### config.mk
export PLATFORM = sky130hd
export DESIGN_NAME = score_tracker
export DESIGN_NICKNAME = d
export VERILOG_FILES = /design/src/rtl/score_tracker_pkg.sv /design/src/rtl/score_channel.sv /design/src/rtl/score_tracker.sv
export SDC_FILE = /design/constraint.sdc
export NUM_CORES = 1
export LEC_CHECK = 0
export ABC_AREA = 1
export CORE_MARGIN = 2
export CORE_UTILIZATION = 37
export CTS_BUF_LIST = sky130_fd_sc_hd__clkbuf_4
export DETAILED_ROUTE_END_ITERATION = 8
export HOLD_SLACK_MARGIN = 0.1
export SLEW_MARGIN = 25
export SYNTH_ARGS = -nofsm -noshare
export SYNTH_HDL_FRONTEND = slang
export SYNTH_SLANG_ARGS = --single-unit
export TNS_END_PERCENT = 10
### constraint.sdc
create_clock -name clk -period 3.14 [get_ports clk]
set_input_delay 0.785 -clock clk [delete_from_list [all_inputs] [get_ports clk]]
set_output_delay 0.785 -clock clk [all_outputs]
set_load 0.005 [all_outputs]
### src/rtl/score_tracker_pkg.sv
// score_tracker shared definitions.
// Channel FSM encoding, score mode constants, winner width helper.
package score_tracker_pkg;

  typedef enum logic [1:0] {
    CH_IDLE  = 2'd0,
    CH_ARMED = 2'd1,
    CH_HELD  = 2'd2
  } ch_state_e;

  localparam int MODE_SAT  = 0;
  localparam int MODE_WRAP = 1;

  function automatic int win_w(input int n);
    return (n > 1) ? $clog2(n) : 1;
  endfunction

endpackage

### src/rtl/score_channel.sv
// score_channel: one player's arm/hold event FSM and score register.
// Exposes the next score so the top can detect a win on the same edge.
module score_channel
  import score_tracker_pkg::*;
#(
  parameter int WIDTH = 5,
  parameter int WRAP  = MODE_SAT
) (
  input  logic             clk,
  input  logic             reset,
  input  logic             clear,
  input  logic             hit,
  input  logic             freeze,
  output logic [WIDTH-1:0] score,
  output logic             point_pulse,
  output logic [WIDTH-1:0] score_nxt,
  output logic             inc
);

  ch_state_e state;
  ch_state_e state_nxt;

  always_comb begin
    state_nxt = state;
    inc       = 1'b0;
    unique case (state)
      CH_IDLE: begin
        if (hit && !freeze)
          state_nxt = CH_ARMED;
      end
      CH_ARMED: begin
        inc       = !freeze;
        state_nxt = CH_HELD;
      end
      CH_HELD: begin
        if (!hit)
          state_nxt = CH_IDLE;
      end
      default: state_nxt = CH_IDLE;
    endcase
  end

  // At the top value the score either rolls to 0 or sticks.
  always_comb begin
    score_nxt = score;
    if (inc) begin
      if (score == '1)
        score_nxt = (WRAP == MODE_WRAP) ? '0 : score;
      else
        score_nxt = score + 1'b1;
    end
  end

  always_ff @(posedge clk) begin
    if (reset || clear) begin
      state       <= CH_IDLE;
      score       <= '0;
      point_pulse <= 1'b0;
    end else begin
      state       <= state_nxt;
      score       <= score_nxt;
      point_pulse <= inc;
    end
  end

endmodule

### src/rtl/score_tracker.sv
// score_tracker: per-player scoring, win detection and high score.
// Lowest index wins ties; high_score survives round clears.
module score_tracker
  import score_tracker_pkg::*;
#(
  parameter int N_PLAYERS = 2,
  parameter int WIDTH     = 5,
  parameter int WIN_SCORE = 21,
  parameter int WRAP      = MODE_SAT
) (
  input  logic                         clk,
  input  logic                         reset,
  input  logic                         clear,
  input  logic [N_PLAYERS-1:0]         hit,
  output logic [N_PLAYERS*WIDTH-1:0]   score,
  output logic [N_PLAYERS-1:0]         point_pulse,
  output logic                         game_over,
  output logic [win_w(N_PLAYERS)-1:0]  winner,
  output logic [WIDTH-1:0]             high_score
);

  localparam int WW = win_w(N_PLAYERS);

  // Targets that no score can reach simply never win.
  localparam bit WIN_EN =
    (WIN_SCORE > 0) && (WIN_SCORE < 2 ** WIDTH);
  localparam logic [WIDTH-1:0] WIN_VAL = WIDTH'(WIN_SCORE);

  logic [WIDTH-1:0]     ch_score [N_PLAYERS];
  logic [WIDTH-1:0]     ch_nxt   [N_PLAYERS];
  logic [N_PLAYERS-1:0] ch_inc;

  logic                 win_hit;
  logic [WW-1:0]        win_idx;
  logic [WIDTH-1:0]     score_max;

  for (genvar i = 0; i < N_PLAYERS; i++) begin : g_ch
    score_channel #(
      .WIDTH (WIDTH),
      .WRAP  (WRAP)
    ) u_ch (
      .clk         (clk),
      .reset       (reset),
      .clear       (clear),
      .hit         (hit[i]),
      .freeze      (game_over),
      .score       (ch_score[i]),
      .point_pulse (point_pulse[i]),
      .score_nxt   (ch_nxt[i]),
      .inc         (ch_inc[i])
    );

    assign score[i*WIDTH +: WIDTH] = ch_score[i];
  end

  // Scan high to low so the lowest matching index is kept.
  always_comb begin
    win_hit = 1'b0;
    win_idx = '0;
    for (int i = N_PLAYERS - 1; i >= 0; i--) begin
      if (WIN_EN && ch_inc[i] && (ch_nxt[i] == WIN_VAL)) begin
        win_hit = 1'b1;
        win_idx = WW'(i);
      end
    end
  end

  always_comb begin
    score_max = high_score;
    for (int i = 0; i < N_PLAYERS; i++) begin
      if (ch_score[i] > score_max)
        score_max = ch_score[i];
    end
  end

  always_ff @(posedge clk) begin
    if (reset || clear) begin
      game_over <= 1'b0;
      winner    <= '0;
    end else if (!game_over && win_hit) begin
      game_over <= 1'b1;
      winner    <= win_idx;
    end
  end

  always_ff @(posedge clk) begin
    if (reset)
      high_score <= '0;
    else
      high_score <= score_max;
  end

endmodule

==> key figures <==
Setup path
  – Crit end category: register
  – R2R setup slack: 440 ps
  – Worst R2R End: high_score[0]
  – Setup crit start kind: register
  – Critical path class: reg -> reg
  – Critical Path Fanout Max: 10
  – Critical R2R Launch: high_score[4]
  – WP data required: 3370 ps
  – Worst setup path end: high_score[0]
  – CP startpoint: high_score[4]
  – Crit path arrival time: 2930 ps
  – R2R cell count: 17

STA
  – Final min period: 2700 ps
  – Fmax: 370 MHz
  – RSZ-0062 raised after global routing: false
  – Worst setup margin: 440 ps
  – Final hold violation count: 0
  – Slew HR: 0.745
  – Setup TNS: 0 ps
  – Max-slew violation count: 0
  – Slew @ Worst Pin: 382 ps
  – Final Setup Violations: 0
  – Final setup skew: 6.43 ps
  – Fraction of the cycle the final worst path needs: 0.860

Route
  – ANT nets after route: 0
  – Drt first-iter violations: 73
  – Drt wl/cell: 10.5 um
  – Routed wire length: 2.98 mm
  – DR DRC count: 0
  – DRT Pass-1 Iters: 4
  – Vias post-DR: 1287
  – Vias per inst: 4.53

Final layout
  – Fillers: 401
  – Layout area overhead: 23.3%
  – Seq. cell area: 460 um^2
  – Layout cells sized above 1: 0.0763
  – Area of the multi-input gates: 762 um^2
  – Fin nets: 254
  – Ant diodes: 0
  – Most frequent cells in the layout: nand2_1 (53), inv_1 (37), dfxtp_1 (23), clkdlybuf4s50_1 (23), nand3_1 (19)
  – Most common cell after layout, fill and taps aside: nand2_1

Floorplanning
  – Starting Density: 0.383
  – Die area: 0.00427 mm^2
  – Die width: 65.3 um
  – Core area: 0.00363 mm^2
  – Height of the die: 65.3 um
  – I/O pin total: 24
  – Row cnt: 22

Placed design
  – DP HPWL: 2.34 mm
  – IO Port Bufs: 23
  – GP Congestion: 0.804
  – Pre-CTS WS: 435 ps

Clock network
  – Clk buf depth: 2
  – Postcts setup bufs: 0
  – CTS sink cnt: 23
  – CTS H-tree depth: 1
  – Total CTS buffers: 3
  – CTS resizes: 0
  – CTS tree: built
  – Clock-pin transition on the worst setup and hold timing paths: 140 ps
  – Hold Buf Count CTS: 0
  – CTS Root Cell: clkbuf_4
  – Clk Latency, worst-skew pair: 320 ps

Yosys
  – Mapped Area: 0.00139 mm^2
  – Seq/Total Area, Yosys: 0.331
  – Yosys warnings: 0
  – Synth area leaders: dfxtp_1 (33%), nand2_1 (14%), ha_1 (11%), inv_1 (10%), nand3_1 (6.8%)
  – Gate Count Post-Synth: 209
  – Syn_area_per_cell: 6.66 um^2
  – Post-synth top area share: 0.331
  – Synth cell types: 23
  – #FFs+latches synth: 23
  – Net Count, Synth: 226
  – Top cell type by total area after synthesis: dfxtp_1

Global routing
  – First-pass GRT wire length: 5.21 mm
  – Largest net degree at the start of global routing: 15
  – GR Overflow Total: 0
  – All-Layer GR Usage: 0.156
  – Initial antenna violation count: 0
  – Vias in the first global route: 1195

Status
  – Status: complete, no violations

Job
  – MaxCap Viol Count: 0

Hold path
  – Min-Delay Path Class: reg -> reg
  – WHS Path Cells: 2

Power and ir drop
  – Leak: 0.000817 uW
  – VDD IR max: 0.000193 V
  – Pwr per Cell Area: 516 mW/mm^2
[worst max-delay path, stage by stage, from the launching register on]
cell,delay [ps]
dfxtp_1,360
inv_1,70
ha_1,290
nand2_1,70
nor2_1,130
nand2_1,60
nand3_1,130
nand2_2,130
o21ai_1,260
ha_1,310
nand2_1,70
inv_1,30
o21ai_0,130
nand3_1,90
nand2_1,220
inv_1,60
o21ai_0,150
inv_1,50
[flip-flops by register name, summed over array words and instances, names as in the netlist]
name                   cells
winner                     1
high_score                 5
game_over                  1
g_ch.u_ch.state            4
g_ch.u_ch.point_pulse      2
g_ch.u_ch.score           10
[synthesized netlist by cell type]
cell and number:
nor3_1 2, nand3b_1 1, inv_1 37, o21bai_1 1, buf_4 2, a21oi_1 9, nor2_1 17, dfxtp_1 23
nand2_2 1, nand2_1 53, ha_1 12, o21ai_1 7, inv_2 3, clkbuf_1 1, nand2_4 1, nor2_4 1
nor2_2 4, o211a_1 1, nand4_1 3, o21ai_0 9, nor3b_2 1, xnor2_1 1, nand3_1 19
[final cells by class]
type,count,area share
repair buffers,26,0.147
flip-flops and latches,23,0.268
well taps,48,0.0350
clock buffers,3,0.0131
clock inverters,1,0.00438
multi-input cells,143,0.444
inverters,40,0.0875
[metrics by stage]
| stage | total power (uW) | utilization | instance area [um^2] | cells | hold WS [ps] |
|---|---|---|---|---|---|
| finish | 885 | 0.472 | 1720 | 284 | 454 |
| detailed placement | 747 | 0.464 | 1690 | 280 | 440 |
| CTS | 898 | 0.472 | 1720 | 284 | 461 |
| global route | 974 | 0.472 | 1720 | 284 | 494 |
| floorplan | 639 | - | 1390 | 209 | 437 |
| global placement | 745 | 0.464 | 1690 | 280 | 445 |
[power by group]
group	switching (uW)	leakage (uW)	internal, uW
combinational	247	0.000616	161
clock	97.8	0.0000139	48.6
sequential	13.4	0.000187	317
[worst min-delay path by stage]
stage	endpoint	startpoint	slack (ps)
2_1_floorplan	winner	winner	440
3_5_place_dp	winner	winner	440
4_1_cts	winner	winner	460
5_1_grt	winner	winner	490
3_3_place_gp	winner	winner	450
6_report	winner	winner	450
[logic make-up after synthesis]
group | count (synthesis) | share of synthesized area
AOI/OAI and AO/OA | 27 | 0.103
xor gates and xnor gates | 1 | 0.00630
adders and majority gates | 12 | 0.108
buffers and inverters | 43 | 0.121
DFF | 23 | 0.331
and+or+nand+nor | 103 | 0.331
[metal layers]
metal	GRT usage	wire length [um]	vias up
met4	0.0391	25	0
li1	-	-	714
met3	0.0308	58	2
met1	0.198	1510	561
met2	0.269	1380	10
met5	0	0	-
No activity file was read; power rests on OpenSTA's default activity.
